$ cat src/rtl/wb_uart_master_if.sv
// Host byte stream and Wishbone initiator signal bundle.
interface wb_uart_master_if;
  logic [7:0]  rx_data_i;
  logic        rx_valid_i;
  logic        rx_ready_o;
  logic [7:0]  tx_data_o;
  logic        tx_valid_o;
  logic        tx_ready_i;
  logic        wbm_cyc_o;
  logic        wbm_stb_o;
  logic        wbm_we_o;
  logic [31:0] wbm_adr_o;
  logic [31:0] wbm_dat_o;
  logic [3:0]  wbm_sel_o;
  logic [31:0] wbm_dat_i;
  logic        wbm_ack_i;
  logic        wbm_err_i;
  logic        wbm_stall_i;

  modport master (
    input  rx_data_i, rx_valid_i, tx_ready_i,
    input  wbm_dat_i, wbm_ack_i, wbm_err_i,
    input  wbm_stall_i,
    output rx_ready_o, tx_data_o, tx_valid_o,
    output wbm_cyc_o, wbm_stb_o, wbm_we_o,
    output wbm_adr_o, wbm_dat_o, wbm_sel_o
  );

  modport slave (
    output rx_data_i, rx_valid_i, tx_ready_i,
    output wbm_dat_i, wbm_ack_i, wbm_err_i,
    output wbm_stall_i,
    input  rx_ready_o, tx_data_o, tx_valid_o,
    input  wbm_cyc_o, wbm_stb_o, wbm_we_o,
    input  wbm_adr_o, wbm_dat_o, wbm_sel_o
  );
endinterface

$ cat src/rtl/wb_uart_master.sv
// Host packet parser that runs one pipelined Wishbone
// transaction per command and streams back a status response.
module wb_uart_master #(
  parameter int TIMEOUT_CYCLES = 1024
) (
  input logic              wb_clk_i,
  input logic              rst_i,
  wb_uart_master_if.master bus
);
  localparam int TW = $clog2(TIMEOUT_CYCLES + 1);
  localparam logic [7:0] OP_RD = 8'h52;
  localparam logic [7:0] OP_WR = 8'h57;

  typedef enum logic [2:0] {
    IDLE, ADDR, DATA, BUS_REQ, BUS_WAIT, RESP
  } state_t;

  state_t        state;
  logic [1:0]    cnt;
  logic [2:0]    left;
  logic [31:0]   rdata;
  logic [TW-1:0] tmo;

  logic rx_fire;
  logic tx_fire;
  logic is_cmd;
  logic done;
  logic fin;
  logic go;
  logic tmo_hit;

  assign bus.wbm_sel_o = 4'hF;

  assign rx_fire = bus.rx_valid_i & bus.rx_ready_o;
  assign tx_fire = bus.tx_valid_o & bus.tx_ready_i;
  assign is_cmd  = (bus.rx_data_i == OP_RD) |
                   (bus.rx_data_i == OP_WR);
  assign done    = bus.wbm_ack_i | bus.wbm_err_i;
  // ack/err only count once the strobe has been taken
  assign fin     = done & ((state == BUS_WAIT) |
                           ~bus.wbm_stall_i);
  assign go      = (state == BUS_REQ) & ~bus.wbm_stall_i;
  assign tmo_hit = tmo == TW'(TIMEOUT_CYCLES - 1);

  always_ff @(posedge wb_clk_i or negedge rst_i) begin
    if (!rst_i) begin
      state          <= IDLE;
      cnt            <= '0;
      left           <= '0;
      rdata          <= '0;
      tmo            <= '0;
      bus.rx_ready_o <= 1'b1;
      bus.tx_valid_o <= 1'b0;
      bus.tx_data_o  <= '0;
      bus.wbm_cyc_o  <= 1'b0;
      bus.wbm_stb_o  <= 1'b0;
      bus.wbm_we_o   <= 1'b0;
      bus.wbm_adr_o  <= '0;
      bus.wbm_dat_o  <= '0;
    end else begin
      unique case (state)
        IDLE: begin
          if (rx_fire) begin
            cnt <= '0;
            if (is_cmd) begin
              state        <= ADDR;
              bus.wbm_we_o <= bus.rx_data_i == OP_WR;
            end else begin
              state          <= RESP;
              bus.rx_ready_o <= 1'b0;
              bus.tx_valid_o <= 1'b1;
              bus.tx_data_o  <= 8'h3F;
              left           <= '0;
            end
          end
        end
        ADDR: begin
          if (rx_fire) begin
            bus.wbm_adr_o <= {bus.wbm_adr_o[23:0],
                              bus.rx_data_i};
            cnt <= cnt + 2'd1;
            if (cnt == 2'd3) begin
              if (bus.wbm_we_o) begin
                state <= DATA;
              end else begin
                state          <= BUS_REQ;
                bus.wbm_cyc_o  <= 1'b1;
                bus.wbm_stb_o  <= 1'b1;
                bus.rx_ready_o <= 1'b0;
                tmo            <= '0;
              end
            end
          end
        end
        DATA: begin
          if (rx_fire) begin
            bus.wbm_dat_o <= {bus.wbm_dat_o[23:0],
                              bus.rx_data_i};
            cnt <= cnt + 2'd1;
            if (cnt == 2'd3) begin
              state          <= BUS_REQ;
              bus.wbm_cyc_o  <= 1'b1;
              bus.wbm_stb_o  <= 1'b1;
              bus.rx_ready_o <= 1'b0;
              tmo            <= '0;
            end
          end
        end
        BUS_REQ, BUS_WAIT: begin
          if (tmo != TW'(TIMEOUT_CYCLES))
            tmo <= tmo + TW'(1);
          // a response landing on the last cycle beats the timeout
          if (fin) begin
            state          <= RESP;
            bus.wbm_cyc_o  <= 1'b0;
            bus.wbm_stb_o  <= 1'b0;
            bus.tx_valid_o <= 1'b1;
            bus.tx_data_o  <= bus.wbm_err_i ? 8'h15 : 8'h06;
            left           <= (!bus.wbm_err_i &&
                               !bus.wbm_we_o) ? 3'd4 : 3'd0;
            rdata          <= bus.wbm_dat_i;
          end else if (tmo_hit) begin
            state          <= RESP;
            bus.wbm_cyc_o  <= 1'b0;
            bus.wbm_stb_o  <= 1'b0;
            bus.tx_valid_o <= 1'b1;
            bus.tx_data_o  <= 8'h18;
            left           <= '0;
          end else if (go) begin
            state         <= BUS_WAIT;
            bus.wbm_stb_o <= 1'b0;
          end
        end
        RESP: begin
          if (tx_fire) begin
            if (left == 3'd0) begin
              state          <= IDLE;
              bus.tx_valid_o <= 1'b0;
              bus.rx_ready_o <= 1'b1;
            end else begin
              bus.tx_data_o <= rdata[31:24];
              rdata         <= {rdata[23:0], 8'h00};
              left          <= left - 3'd1;
            end
          end
        end
        default: state <= IDLE;
      endcase
    end
  end
endmodule

$ cat src/flat_wrapper.sv
// flat-port wrapper written by rule: the top's interface ports become plain ports
module wb_uart_master_flat 
#(
  parameter int TIMEOUT_CYCLES = 1024
)
  (wb_clk_i, rst_i, bus_rx_data_i, bus_rx_valid_i, bus_tx_ready_i, bus_wbm_dat_i, bus_wbm_ack_i, bus_wbm_err_i, bus_wbm_stall_i, bus_rx_ready_o, bus_tx_data_o, bus_tx_valid_o, bus_wbm_cyc_o, bus_wbm_stb_o, bus_wbm_we_o, bus_wbm_adr_o, bus_wbm_dat_o, bus_wbm_sel_o);
  wb_uart_master_if bus_i ();
  input logic wb_clk_i;
  input logic rst_i;
  input wire logic [$bits(bus_i.rx_data_i)-1:0] bus_rx_data_i;
  input wire logic [$bits(bus_i.rx_valid_i)-1:0] bus_rx_valid_i;
  input wire logic [$bits(bus_i.tx_ready_i)-1:0] bus_tx_ready_i;
  input wire logic [$bits(bus_i.wbm_dat_i)-1:0] bus_wbm_dat_i;
  input wire logic [$bits(bus_i.wbm_ack_i)-1:0] bus_wbm_ack_i;
  input wire logic [$bits(bus_i.wbm_err_i)-1:0] bus_wbm_err_i;
  input wire logic [$bits(bus_i.wbm_stall_i)-1:0] bus_wbm_stall_i;
  output wire logic [$bits(bus_i.rx_ready_o)-1:0] bus_rx_ready_o;
  output wire logic [$bits(bus_i.tx_data_o)-1:0] bus_tx_data_o;
  output wire logic [$bits(bus_i.tx_valid_o)-1:0] bus_tx_valid_o;
  output wire logic [$bits(bus_i.wbm_cyc_o)-1:0] bus_wbm_cyc_o;
  output wire logic [$bits(bus_i.wbm_stb_o)-1:0] bus_wbm_stb_o;
  output wire logic [$bits(bus_i.wbm_we_o)-1:0] bus_wbm_we_o;
  output wire logic [$bits(bus_i.wbm_adr_o)-1:0] bus_wbm_adr_o;
  output wire logic [$bits(bus_i.wbm_dat_o)-1:0] bus_wbm_dat_o;
  output wire logic [$bits(bus_i.wbm_sel_o)-1:0] bus_wbm_sel_o;
  assign bus_i.rx_data_i = bus_rx_data_i;
  assign bus_i.rx_valid_i = bus_rx_valid_i;
  assign bus_i.tx_ready_i = bus_tx_ready_i;
  assign bus_i.wbm_dat_i = bus_wbm_dat_i;
  assign bus_i.wbm_ack_i = bus_wbm_ack_i;
  assign bus_i.wbm_err_i = bus_wbm_err_i;
  assign bus_i.wbm_stall_i = bus_wbm_stall_i;
  assign bus_rx_ready_o = bus_i.rx_ready_o;
  assign bus_tx_data_o = bus_i.tx_data_o;
  assign bus_tx_valid_o = bus_i.tx_valid_o;
  assign bus_wbm_cyc_o = bus_i.wbm_cyc_o;
  assign bus_wbm_stb_o = bus_i.wbm_stb_o;
  assign bus_wbm_we_o = bus_i.wbm_we_o;
  assign bus_wbm_adr_o = bus_i.wbm_adr_o;
  assign bus_wbm_dat_o = bus_i.wbm_dat_o;
  assign bus_wbm_sel_o = bus_i.wbm_sel_o;
  wb_uart_master #(.TIMEOUT_CYCLES(TIMEOUT_CYCLES)) u_core (.wb_clk_i(wb_clk_i), .rst_i(rst_i), .bus(bus_i));
endmodule
$ cat config.mk
export PLATFORM = sky130hd
export DESIGN_NAME = wb_uart_master_flat
export DESIGN_NICKNAME = d
export VERILOG_FILES = /design/src/rtl/wb_uart_master_if.sv /design/src/rtl/wb_uart_master.sv /design/src/flat_wrapper.sv
export SDC_FILE = /design/constraint.sdc
export NUM_CORES = 1
export LEC_CHECK = 0
export CORE_ASPECT_RATIO = 1.4
export CORE_UTILIZATION = 37
export CTS_CLUSTER_DIAMETER = 40
export DETAILED_ROUTE_END_ITERATION = 10
export PLACE_DENSITY = 0.64
export SYNTH_ARGS = -nofsm -noshare
export SYNTH_HDL_FRONTEND = slang
export SYNTH_SLANG_ARGS = --single-unit
$ cat constraint.sdc
create_clock -name wb_clk_i -period 4.1 [get_ports wb_clk_i]
set_input_delay 1.23 -clock wb_clk_i [delete_from_list [all_inputs] [get_ports wb_clk_i]]
set_output_delay 1.23 -clock wb_clk_i [all_outputs]
set_load 0.1 [all_outputs]
Word-level counts from Yosys, hierarchy flattened
Cells that the tools add are included.
- bits of input ports: 47
- output and inout port bits: 81
- logic and storage cells: 145
- bits in registers: 128
- mux-type cells: 72
- $add $sub $neg: 3
- bitwise operators: 8
- reduce and logical (&&, ||, !) cells: 24
- eq/ne operators: 25
- operators by type and width (operator ; count):
    2-to-1 mux 32 bit ; 3
    2-to-1 mux 11 bit ; 6
    case mux 32 bit (2 select lines) ; 1
    2-to-1 mux 3 bit ; 18
    2-to-1 mux 8 bit ; 6
    case mux 11 bit (3 select lines) ; 1
    2-to-1 mux 1 bit ; 26
    case mux 8 bit (3 select lines) ; 1
    AND reduction 7 bit ; 3
    inequality test 2 x 1 -> 1 bit, second input constant ; 10
    equality test 8 x 7 -> 1 bit, second input constant ; 2
    case mux 3 bit (5 select lines) ; 1
    AND reduction 6 bit ; 2
    adder 11 x 1 -> 11 bit, second input constant ; 1
    equality test 11 x 10 -> 1 bit, second input constant ; 1
    inequality test 11 bit, second input constant ; 1
    AND reduction 10 bit ; 1
    case mux 1 bit (3 select lines) ; 3
    case mux 3 bit (3 select lines) ; 1
    AND reduction 8 bit ; 1
    equality test 3 x 2 -> 1 bit, second input constant ; 2
    equality test 3 bit, second input constant ; 2
    logical NOT 3 bit ; 2
    inequality test 2 bit, second input constant ; 3
    22 further kinds ; 34

Depth between registers and ports, before layout
Gate-level depths: netlist of run 1.
- depth after elaboration: 6
- depth in mapped cells: 8
- depth with buffers taken out: 6

Worst setup path after synthesis of run 1
Ideal clock, no wire load.
- path type: input to register
- from: in bus_rx_data_i[5]
- to: reg u_core.bus.tx_data_o[0]
- arrival time: 2.501 ns
- data required time: 3.974 ns
- stages on the path: 6
- library setup time: 0.126 ns
- slack: 1.473 ns
- buffers on the path: 1
- cell sequence: nor4bb_1 > nand4b_1 > a31oi_2 > a211oi_4 > buf_12 > mux2_4
- word-level cells in the longest chain between the ends: 4
- elaborated cells on any way between the ends: 5
- those cells by class: 3 x eq/ne; 1 x bitwise; 1 x reduce/logical
- ends and longest elaborated chain (what ; RTL line ; RTL):
    start: declaration ; flat_wrapper.sv:10 ; input wire logic [$bits(bus_i.rx_data_i)-1:0] bus_rx_data_i;
    equality test 8 x 7 -> 1 bit (on tied branches) ; wb_uart_master.sv:36, wb_uart_master.sv:37 ;
    bitwise OR 1 bit * ; wb_uart_master.sv:36 ; assign is_cmd = (bus.rx_data_i == OP_RD) |
    inequality test 2 bit (no source line) * ; - ;
    AND reduction 6 bit (no source line) * ; - ;
    end signal: assignment ; wb_uart_master.sv:118 ; bus.tx_data_o <= bus.wbm_err_i ? 8'h15 : 8'h06;
    end signal: assignment ; wb_uart_master.sv:141 ; bus.tx_data_o <= rdata[31:24];
    end: declaration ; wb_uart_master_if.sv:24 ; output rx_ready_o, tx_data_o, tx_valid_o,
Every way passes the cells marked *; elsewhere a longest branch is shown, timed or not.
A chain may end at the register's enable or synchronous reset.

Worst setup path after layout of run 1
- from: reg u_core.bus.wbm_we_o
- to: out bus_wbm_we_o
- RTL lines (what ; RTL line ; RTL):
    start: declaration ; wb_uart_master_if.sv:25 ; output wbm_cyc_o, wbm_stb_o, wbm_we_o,
    start signal: assignment ; wb_uart_master.sv:57 ; bus.wbm_we_o <= 1'b0;
    start signal: assignment ; wb_uart_master.sv:67 ; bus.wbm_we_o <= bus.rx_data_i == OP_WR;
    end: declaration ; flat_wrapper.sv:22 ; output wire logic [$bits(bus_i.wbm_we_o)-1:0] bus_wbm_we_o;
No word-level cell between the ends.

==> results of run 1 <==
power groups by stage:
stage	Combinational (mW)	Sequential (mW)	Clock (mW)
after floorplan	1.39	3.37	0
after global placement	3.48	2.00	0
after detailed placement	3.53	2.02	0
after CTS	3.55	2.00	1.65
after global routing	3.73	2.05	1.70
final	3.52	1.99	1.61
registers in the layout, summed over array words and instances (netlist names), 2 cells and up:
name,flops
u_core.bus.wbm_dat_o,32
u_core.left,3
u_core.cnt,2
u_core.bus.wbm_adr_o,32
u_core.rdata,32
u_core.state,3
u_core.tmo,11
u_core.bus.tx_data_o,8
cell type report:
type	instances	area, um^2
Multi-Input combinational cell	327	2485
Clock inverter	15	207.7
Tap cell	196	245.2
Timing Repair Buffer	128	1276
Inverter	15	56.30
Sequential cell	128	3204
Fill cell	1414	7640
Clock buffer	17	425.4
through the flow:
| stage | util [%] | std cells | area, um^2 |
|---|---|---|---|
| finish | 50.84 | 826 | 7900 |
| global route | 50.84 | 826 | 7900 |
| CTS | 50.84 | 826 | 7900 |
| detailed placement | 46.76 | 794 | 7267 |
| global placement | 46.76 | 794 | 7267 |
| floorplan | - | 499 | 5886 |
synth_stat cells, types with 2 or more instances:
cell type,n
o22ai_1,3
nor2_2,2
nand4_1,2
nand3_1,12
mux2_2,64
buf_4,5
clkbuf_1,2
dfrtp_1,127
o21ai_1,30
a221o_1,2
a31oi_1,2
nand4b_1,2
nor2b_1,3
nor2_1,18
nor4_1,2
a211o_1,3
nand2_1,61
buf_2,21
mux2_4,5
xnor2_1,4
inv_1,14
o21a_1,3
a21oi_1,16
nor3_1,4
a21oi_2,3
o21ai_0,14
mux2i_1,30
ha_1,5
o31ai_1,3
mux2_1,2
cells by family (layout without fill, tap and decap cells):
family / after synthesis / in the layout / synth area share (%)
muxes: 101 / 101 / 19.04
buffers and inverters: 44 / 175 / 3.855
other: 1 / 4 / 0.06384
and+or+nand+nor: 121 / 121 / 10.56
adders and majority gates: 5 / 5 / 1.065
AOI/OAI and AO/OA: 91 / 91 / 10.12
xor gates and xnor gates: 5 / 5 / 0.7454
DFF: 128 / 128 / 54.55
layer usage:
layer	vias to the layer above	global-route usage [%]	part of all wire, %
met1	2077	19.97	40
met3	19	4.475	5.2
met4	0	7.973	2.2
met2	102	29.75	53
met5	-	0	0
li1	1995	-	-
worst max path at each step:
stage / start / end / slack, ns / cells past startpoint
after floorplan: bus_rx_data_i[5] / u_core.bus.tx_data_o[0] / 1.47 / 6
after global placement: bus_rx_data_i[2] / u_core.left[1] / 0.70 / 6
after detailed placement: bus_rx_data_i[0] / u_core.left[1] / 0.64 / 6
after CTS: u_core.bus.wbm_we_o / bus_wbm_we_o / 0.82 / 1
after global routing: u_core.bus.wbm_we_o / bus_wbm_we_o / 0.79 / 1
final: u_core.bus.wbm_we_o / bus_wbm_we_o / 0.83 / 1
==> impl_metrics.toml, run 1 <==
[timing]
period_needed_ns = 3.269
finalCritPeriodShare_pct = 79.73
fin_worst_skew_ns = 0.008510
worst_slew_pin_slew_ns = 1.019
fmax_mhz = 305.9
finalHoldViolCount = 0
grt_setup_unrepaired = "false"
setup_ws_ns = 0.8309
fin_tns_setup_ns = 0
drv_slew = 0
slew-limit-headroom_pct = 31.87
whs_ns = 0.4625
setup_viol = 0

[pwr]
totalPowerFinal_mw = 7.125
power.density_nw_per_um2 = 901.9
power.internal_mw = 3.750
swShare_pct = 47.36
pwr-share-seq_pct = 27.9
combPwrFrac_pct = 49.4
p_switching_mw = 3.375
clkPwrFrac_pct = 22.7
leakage_nw = 3.465
vdd_ir_drop_max_mv = 0.8773

[critical_path]
slowest_delay_ns = 1.18
cp.arrival_ns = 2.04
crit_path_end_kind = "primary output"
worst-path-buf-inv = 1
worstSetupStartpointType = "register"
r2r-end = "u_core.left[1]"
worstSetupPathType = "reg2out"
r2r_start = "u_core.state[0]"
r2r_slack_ns = 1.32
crit_chain = "clkdlybuf4s50_1"
required_ns = 2.87
cpMaxStageDelayCell = "clkdlybuf4s50_1"
reg2regPathDepth = 5
cp_top_family = "buffers and inverters"
cp_max_fo = 5

[clock_tree]
htree_levels = 4
cts_buffer_depth = 2
cts_sinks = 128
hold_buffers = 0
cts-buffers-inserted = 17
cts_tree = "built"
path_clk_slew_ns = 0.06
cts_setup_buffers = 0
cts_root_buf = "clkbuf_16"
post_cts_resized = 0
clock_latency_ns = 0.41

[placement]
hpwl_um = 9360
dpl_worst_slack_ns = 0.6438
place_congestion = 0.7431
io_buffers = 123

[logic_synthesis]
synth-edff-count = 0
netlist.area_leader.share_pct = 54.10
syn-cell-area_um2 = 5874
ys_async_sr_fraction_pct = 100.0
synth_ff_type = "dfrtp_1"
yosysWarnings = 0
syn_avg_cell_area_um2 = 11.84
yosys.area.top_type = "dfrtp_1"
synth.distinct_cells = 62
synth_seq_area_share_pct = 54.55
ys_ff_latch = 128
ys_top_cells_by_area = "dfrtp_1 (54%), mux2_2 (12%), mux2i_1 (5.1%)"
syn_inst = 496

[die]
core_um2 = 15540
die_h_um = 151.1
fp.dieW_um = 108.5
initial_utilization_pct = 37.80
ios = 128
die_area_um2 = 16390
rows = 54

[grt]
grt_antenna_before_repair = 0
grt_overflow = 0
grt_max_degree = 82
groute.usage.overall_pct = 17.30
grt_pass1_wl_um = 21800
first_global_vias = 4359

[run]
drv_cap = 0

[cells_and_area]
fin_nets = 669
layout_common_cells = "dfrtp_1 (127), clkdlybuf4s50_1 (121), mux2_2 (64)"
final_common_cell = "dfrtp_1"
area_delta_synth_final_pct = 34.48
n_antenna_cell = 0
drive_gt1_share_pct = 20.16

[detailed_routing]
wl_per_cell_um = 16.08
vias = 4193
via_per_inst = 5.076
final_antenna_net_count = 0
drc = 0
firstDrtPassIters = 4
drt_iter0_markers = 107
wirelength_um = 13280

[worst_hold_path]
hold-path-cell-count = 2
hold_path_end = "u_core.rdata[2]"
hold_start = "u_core.rdata[2]"
hold_path.class = "reg2reg"

[outcome]
status = "finished, final reports clean"
No activity file was read; power rests on OpenSTA's default activity.
==> inputs of run 2 (changes only) <==
Settings changed: PLACE_DENSITY 0.64 to 0.67.
Clock period 4.1 ns to 2.9 ns, I/O delays scaled along.
==> run 2 against run 1 <==
Against the previous run:
- first-iteration DRC count rose by 34%
- worst setup slack lost 0.60 ns
- largest cell class unchanged
- global-route usage grew 0.081 points
- critical endpoint is now u_core.bus.rx_ready_o
- critical path type is now in2reg
- sequential power increased by 40%
- core utilization decreased by 0.15 points
- sequential share of layout area is 0.12 points higher
- largest power group unchanged
- final area fell by 0.30%
- worst hold slack worse by 0.14 ns
==> impl_metrics.toml, run 2 (synthesized netlist as in run 1, its figures left out) <==
[critical_path]
required_ns = 3.24
cp_max_fo = 3
reg2regPathDepth = 4
r2r_slack_ns = 0.44
worstSetupPathType = "in2reg"
worstSetupStartpointType = "input pin"
cp.arrival_ns = 3.01
worstSetupStartpoint = "bus_rx_data_i[6]"
crit_path_end_kind = "register"
r2r_start = "u_core.state[2]"
worstSetupEndpoint = "u_core.bus.rx_ready_o"
r2r-end = "u_core.left[1]"

[cells_and_area]
final_common_cell = "dfrtp_1"
fin_nets = 688
layout.area.seq_um2 = 3204
area_delta_synth_final_pct = 34.08
fin_area_um2 = 7876
fill_cells = 1396
top_regs = "u_core.bus.wbm_adr_o (32), u_core.bus.wbm_dat_o (32), u_core.rdata (32)"
drive_gt1_share_pct = 34.21
n_antenna_cell = 0
layout_common_cells = "dfrtp_1 (127), buf_4 (96), mux2_2 (64)"
postLayoutCoreUtil_pct = 50.68
multi_input_area_um2 = 2485

[placement]
io_buffers = 123
hpwl_um = 9618
dpl_cell_area_um2 = 7282
place_congestion = 0.7730

[timing]
slew-limit-headroom_pct = 50.98
fmax_mhz = 374.1
finalHoldViolCount = 0
finalCritPeriodShare_pct = 92.18
setup_viol = 0
grt_setup_unrepaired = "false"
whs_ns = 0.3185
drv_slew = 0
fin_worst_skew_ns = 0.01270
worst_slew_pin_slew_ns = 0.7329
period_needed_ns = 2.673
fin_tns_setup_ns = 0

[detailed_routing]
wirelength_um = 13320
via_per_inst = 5.056
wl_per_cell_um = 15.76
vias = 4272
drt_iter0_markers = 143
firstDrtPassIters = 4
drc = 0
final_antenna_net_count = 0

[grt]
grt_antenna_before_repair = 0
grt_busiest_layer = "met2"
grt_max_degree = 72
groute.usage.overall_pct = 17.38
first_global_vias = 4372
grt_pass1_wl_um = 21870
grt_use_met1_pct = 19.77
grt_overflow = 0
gr-usage-met3_pct = 5.250
grtUsageMet2_pct = 30.32

[die]
initial_utilization_pct = 37.80
die_h_um = 151.1
ios = 128
rows = 54
core_um2 = 15540
die_area_um2 = 16390
fp.dieW_um = 108.5

[clock_tree]
cts_sinks = 128
cts-buffers-inserted = 17
hold_buffers = 0
cts_buffer_depth = 2
post_cts_resized = 0
path_clk_slew_ns = 0.06
cts_tree = "built"
clock_latency_ns = 0.42
htree_levels = 4
cts_root_buf = "clkbuf_16"
cts_setup_buffers = 0

[pwr]
vdd_ir_drop_max_mv = 1.095
leakage_nw = 3.694
power.density_nw_per_um2 = 1261

[run]
drv_cap = 0

[worst_hold_path]
hold_path.class = "in2async"

[outcome]
status = "finished, final reports clean"
run 2: per-stage QoR:
| stage | std cells | setup WS (ns) | total power, mW |
|---|---|---|---|
| detailed placement | 813 | -0.2180 | 7.864 |
| global route | 845 | 0.1557 | 10.42 |
| floorplan | 499 | 0.6330 | 6.725 |
| global placement | 813 | -0.03319 | 7.750 |
| CTS | 845 | 0.2195 | 10.02 |
| finish | 845 | 0.2267 | 9.930 |
run 2: worst min path at each step:
stage | startpoint | endpoint | slack (ns)
detailed placement | u_core.rdata[2] | u_core.rdata[2] | 0.46
finish | rst_i | u_core.rdata[14] | 0.32
CTS | rst_i | u_core.rdata[14] | 0.31
global route | rst_i | u_core.rdata[14] | 0.32
floorplan | u_core.rdata[0] | u_core.rdata[0] | 0.44
global placement | u_core.rdata[6] | u_core.rdata[6] | 0.45
run 2: worst max-delay path, cell delays in order:
cell and delay (ns):
clkdlybuf4s50_1 0.48, nor4bb_1 0.39, nand4b_1 0.31, a31oi_2 0.37
buf_4 0.18, a2111oi_1 0.06, mux2_1 0.35
run 2: power by group:
part           switching [mW]  internal [mW]
logic                    3.51           1.51
registers               0.425           2.35
clock network           0.832           1.30
total                    4.77           5.16
run 2: final cells by class:
class / count / share of cell area (%)
clock buffers: 18 / 5.576
inverters: 15 / 0.7149
multi-input cells: 327 / 31.55
clock inverters: 14 / 1.970
well taps: 196 / 3.114
flip-flops and latches: 128 / 40.68
repair buffers: 147 / 16.39
run 2: per-layer routing:
metal | up-vias | routed length, um
met1 | 2100 | 5204
met5 | - | 0
li1 | 2031 | -
met2 | 124 | 7193
met4 | 0 | 251
met3 | 17 | 668
==> inputs of run 3 (changes only) <==
Settings changed: SLEW_MARGIN set to 20.
==> results of run 3 <==
Final layout, timing and power as in run 2 (identical DEF).
==> variant 1: new RTL, settings of run 2 <==
`TIMEOUT_CYCLES` is set to 1024 in 2 places; all go to 2048.
--- a/src/rtl/wb_uart_master.sv
+++ b/src/rtl/wb_uart_master.sv
@@ -1,7 +1,7 @@
 // Host packet parser that runs one pipelined Wishbone
 // transaction per command and streams back a status response.
 module wb_uart_master #(
-  parameter int TIMEOUT_CYCLES = 1024
+  parameter int TIMEOUT_CYCLES = 2048
 ) (
   input logic              wb_clk_i,
   input logic              rst_i,
--- a/src/flat_wrapper.sv
+++ b/src/flat_wrapper.sv
@@ -1,7 +1,7 @@
 // flat-port wrapper written by rule: the top's interface ports become plain ports
 module wb_uart_master_flat 
 #(
-  parameter int TIMEOUT_CYCLES = 1024
+  parameter int TIMEOUT_CYCLES = 2048
 )
   (wb_clk_i, rst_i, bus_rx_data_i, bus_rx_valid_i, bus_tx_ready_i, bus_wbm_dat_i, bus_wbm_ack_i, bus_wbm_err_i, bus_wbm_stall_i, bus_rx_ready_o, bus_tx_data_o, bus_tx_valid_o, bus_wbm_cyc_o, bus_wbm_stb_o, bus_wbm_we_o, bus_wbm_adr_o, bus_wbm_dat_o, bus_wbm_sel_o);
   wb_uart_master_if bus_i ();
Behaviour: no difference found for any inputs over 4 cycles, from zero or initial values and one cycle with rst_i low; that may be too few to reach the edited logic, so the function may still have changed.
==> variant 1 against run 2 <==
Wire length increased by 3.6%. Worst setup slack improved by 190 ps. Clock skew decreased by 2.5 ps. Area after synthesis decreased by 0.30%. First-iteration DRC count increased by 6.3%. Register-to-register slack improved by 190 ps. Count of clock-buffer cells in the layout unchanged. Sequential cell count increased by 1. Hold slack improved by 41 ps. Sequential share of layout area increased by 0.67 points. Final area decreased by 0.84%. Highest routed layer unchanged.
Power is not compared: it rests on default switching activity, and its combinational part moved more than twofold at a synthesized area within 25%.
==> variant 1: results (changes against run 2) <==
Outcome
  – Status: finished clean

Placed design
  – DP Area: 7250 um2 (-0.46%)
  – DP HPWL: 9910 um (+3.0%)
  – Place WS: -16.8 ps (+201 ps)
  – Gpl congestion: 0.812 (+5.1%)

Timing
  – Min Tclk post-route: 2480 ps (-192 ps)
  – Final setup skew: 10.2 ps (-2.46 ps)
  – Hold_ws: 359 ps (+40.8 ps)

Logic synthesis
  – Main area contributors after synthesis: dfrtp_1, mux2_2, nand2_1
  – Seq/Total Area, Yosys: 55.1% (+0.59 points)
  – Synth Instances: 537 (+8.3%)
  – Synth unique cells: 59 (-4.8%)
  – Synth cell count leaders: dfrtp_1, nand2_1, mux2_2

Route
  – Starting DRT DRC Count: 152 (+6.3%)
  – Drt via density: 5.10 (+0.85%)
  – Routed WL: 13,800 um (+3.6%)

Global route
  – Largest net degree at the start of global routing: 45 (-38%)
  – Vias in the first global route: 4,562 (+4.3%)
  – First-pass GRT wire length: 22,500 um (+2.7%)
  – GRT Total Usage: 17.8% (+0.38 points)

Worst setup path
  – WP data arrival: 2780 ps (-230 ps)
  – Max stage delay on crit path: 600 ps (+120 ps)
  – Crit-path max FO: 5 (+2)
  – FF-to-FF setup slack: 630 ps (+190 ps)
  – Slowest CP cell: or4b_1

Finish
  – Fraction of layout cells with a size suffix above 1: 30.9% (-3.3 points)
==> variant 1: cell count changes after synthesis, sizes merged, moves of 6 or more <==
cell and delta:
a21oi -6, nand2 +18, nor2 +22, a31oi +23
mux2i -27
==> variant 1: path summary, 6_finish.rpt <==
kind / startpoint / end / depth (start not counted)
worst max-delay path: bus_rx_data_i[7] / u_core.bus.tx_valid_o / 6
worst min-delay path: rst_i / u_core.bus.wbm_dat_o[30] / 1
worst max register to register: u_core.state[2] / u_core.tmo[11] / 6
worst min register to register: u_core.bus.wbm_stb_o / u_core.bus.wbm_stb_o / 2
max in group asynchronous: rst_i / u_core.tmo[2] / 2
min in group wb_clk_i: u_core.bus.wbm_stb_o / u_core.bus.wbm_stb_o / 2
==> variant 1: cell families (layout without fill, tap and decap cells) <==
kind of cell    Yosys count  after routing  synth area share, %
other cells               1              4               0.0640
flops                   129            129                 55.1
compound gates          107            107                 12.0
xor+xnor                  4              4                0.598
buf+inv                  50            196                 3.89
simple gates            171            171                 13.6
mux                      70             70                 13.6
fa+ha+maj                 5              5                 1.07
==> variant 1: per-stage QoR <==
step | TNS [ps] | power, uW
finish | 0 | 4100
global route | 0 | 4250
floorplan | 0 | 1980
detailed placement | -39.2 | 2120
global placement | 0 | 2110
CTS | 0 | 4150
==> variant 1: area by class of cell <==
type | count | area [um2]
fillers | 1416 | 7730
flip-flops and latches | 129 | 3230
multi-input cells | 361 | 2420
repair buffers | 146 | 1280
clock buffers | 18 | 429
well taps | 196 | 245
clock inverters | 13 | 133
inverters | 19 | 71.3
==> variant 1: power breakdown <==
part           internal [uW]  switching, uW  leakage, uW
sequential              1830           16.5      0.00164
clock                   1190            824     0.000267
combinational           96.3            139      0.00174
total                   3120            980      0.00364
==> variant 1: metal layers <==
| layer | share of wire [%] | GRT usage (%) | routed length (um) | vias to the layer above |
|---|---|---|---|---|
| met4 | 2.1 | 7.36 | 286 | 0 |
| met2 | 55 | 31.3 | 7600 | 85 |
| met5 | 0 | 0 | 0 | - |
| li1 | - | - | - | 2167 |
| met1 | 40 | 20.4 | 5470 | 2221 |
| met3 | 3.2 | 4.39 | 438 | 24 |
==> variant 2: new RTL, settings of run 2 <==
Made on the original files. Encoding of `state_t`: now one-hot (6 bits for 6 states).
--- a/src/rtl/wb_uart_master.sv
+++ b/src/rtl/wb_uart_master.sv
@@ -11,8 +11,8 @@
   localparam logic [7:0] OP_RD = 8'h52;
   localparam logic [7:0] OP_WR = 8'h57;
 
-  typedef enum logic [2:0] {
-    IDLE, ADDR, DATA, BUS_REQ, BUS_WAIT, RESP
+  typedef enum logic [5:0] {
+    IDLE = 6'b000001, ADDR = 6'b000010, DATA = 6'b000100, BUS_REQ = 6'b001000, BUS_WAIT = 6'b010000, RESP = 6'b100000
   } state_t;
 
   state_t        state;
Formal check against the unedited RTL: same outputs for any inputs over 4 cycles, from zero or initial values and one cycle with rst_i low; so few cycles prove little.
==> variant 2 against run 2 <==
Clock skew down 3.0 ps. Register-to-register slack worse by 20 ps. Worst setup slack better by 91 ps. Count of clock-buffer cells in the layout unchanged. Wire length down 5.5%. Sequential share of layout area up 1.3 points. Area after synthesis down 1.1%. Global-route usage down 0.86 points. Final area down 0.89%. Sequential cell count up 3. Largest cell class unchanged. Highest routed layer unchanged.
Power is not compared: it rests on default switching activity, and its combinational part moved more than twofold at a synthesized area within 25%.
==> variant 2: results (changes against run 2) <==
Logic synthesis
  – Main area contributors after synthesis: dfrtp_1, mux2_2, mux2i_1
  – Synth unique cells: 58 (-6.5%)
  – Fraction of registers with async set/reset: 100% (unchanged)
  – Synth cell count leaders: dfrtp_1, mux2_2, nand2_1
  – Seq/Total Area, Yosys: 56.4% (+1.9 points)

Outcome
  – Status: finished clean

Route
  – DR pass1 iterations: 4 (unchanged)
  – Routed vias: 4,162 (-2.6%)
  – Routed WL: 12,600 um (-5.5%)
  – Starting DRT DRC Count: 239 (+67%)

Timing
  – Rel. slew slack: 57.8% (+6.8 points)
  – Min Tclk post-route: 2580 ps (-90.8 ps)
  – Final setup skew: 9.65 ps (-3.05 ps)

Global route
  – Largest net degree at the start of global routing: 66 (-8.3%)
  – GRT Total Usage: 16.5% (-0.86 points)
  – First-pass GRT wire length: 20,600 um (-5.9%)

Placed design
  – Gpl congestion: 0.819 (+6.0%)
  – DP Area: 7210 um2 (-1.0%)
  – DP HPWL: 9120 um (-5.2%)

Worst setup path
  – Max stage delay on crit path: 460 ps (-20 ps)
  – RR Startpoint: u_core.state[2]
  – WP data arrival: 2880 ps (-130 ps)
  – Launch point of the critical path: bus_rx_data_i[0]

Finish
  – Nets: 670 (-2.6%)
  – Antenna Cells: 0 (unchanged)
  – Fraction of layout cells with a size suffix above 1: 34.9% (+0.66 points)
  – Filler cells: 1,341 (-3.9%)

Clock tree
  – TritonCTS Buffers: 17 (unchanged)
  – Clk pin slew, worst setup/hold paths: 60 ps (about the same)
  – Post-CTS Hold Buffers: 0 (unchanged)
  – Post-CTS Resized: 0 (unchanged)
variant 2: cell types whose count changed in the layout (fill, tap and decap cells not counted), moves of 5 or more:
| cell | before | now |
|---|---|---|
| o21ai_0 | 14 | 37 |
| o21ai_1 | 30 | 0 |
| xor2_1 | 1 | 6 |
| a22o_1 | 0 | 9 |
| mux2i_1 | 30 | 25 |
| buf_4 | 96 | 101 |
| nand3_1 | 12 | 7 |
| nand2_1 | 61 | 38 |
| nand2b_1 | 1 | 8 |
| a21oi_1 | 15 | 8 |
variant 2: power by group:
group	switching (uW)	internal [uW]	leakage (uW)	total, uW
Clock	868	1300	0.000287	2160
Sequential	21.1	1860	0.00169	1880
Combinational	141	101	0.00180	243
Total	1030	3260	0.00378	4290
variant 2: final cells by class:
cell class,instances,area (um2),area share [%]
clock buffers,18,429,5.50
inverters,12,45.0,0.577
clock inverters,14,168,2.15
multi-input cells,305,2330,29.9
flip-flops and latches,131,3280,42.0
well taps,192,240,3.08
repair buffers,151,1310,16.8
variant 2: worst paths after layout:
check	end	slack [ps]	cells after the start
setup / recovery	u_core.bus.tx_data_o[1]	320	7
hold / removal	u_core.bus.wbm_dat_o[29]	340	1
setup reg to reg	u_core.bus.tx_data_o[3]	420	7
hold reg to reg	u_core.left[0]	480	1
max in group asynchronous	u_core.bus.tx_valid_o	1680	2
min in group wb_clk_i	u_core.left[0]	480	1
variant 2: kinds of logic (layout without fill, tap and decap cells):
| logic type | count (synthesis) | count (layout) | share of synthesized area [%] |
|---|---|---|---|
| flops | 131 | 131 | 56.4 |
| simple gates | 108 | 108 | 9.80 |
| mux | 95 | 95 | 18.1 |
| compound gates | 83 | 83 | 9.47 |
| buf+inv | 44 | 195 | 3.57 |
| xor+xnor | 10 | 10 | 1.51 |
| fa+ha+maj | 5 | 5 | 1.08 |
| other cells | 1 | 4 | 0.0645 |
variant 2: critical path, delay by kind of cell:
kind / cells / cell delay [ps]
buf+inv: 2 / 620
compound gates: 2 / 680
simple gates: 1 / 250
xor+xnor: 1 / 140
mux: 1 / 320
variant 2: stage by stage:
step / cells / total power (uW) / TNS (ps) / setup slack, ps
floorplan: 480 / 2020 / 0 / 484
global placement: 791 / 2160 / -234 / -72.3
detailed placement: 791 / 2160 / -476 / -110
CTS: 823 / 4350 / 0 / 321
global route: 823 / 4460 / 0 / 247
finish: 823 / 4290 / 0 / 317
variant 2: per-layer routing:
layer	part of all wire (%)	vias to the layer above	global-route usage, %
li1	-	1990	-
met1	43	2023	19.8
met2	49	132	27.6
met3	6.4	17	4.85
met4	1.5	0	6.64
met5	0	-	0
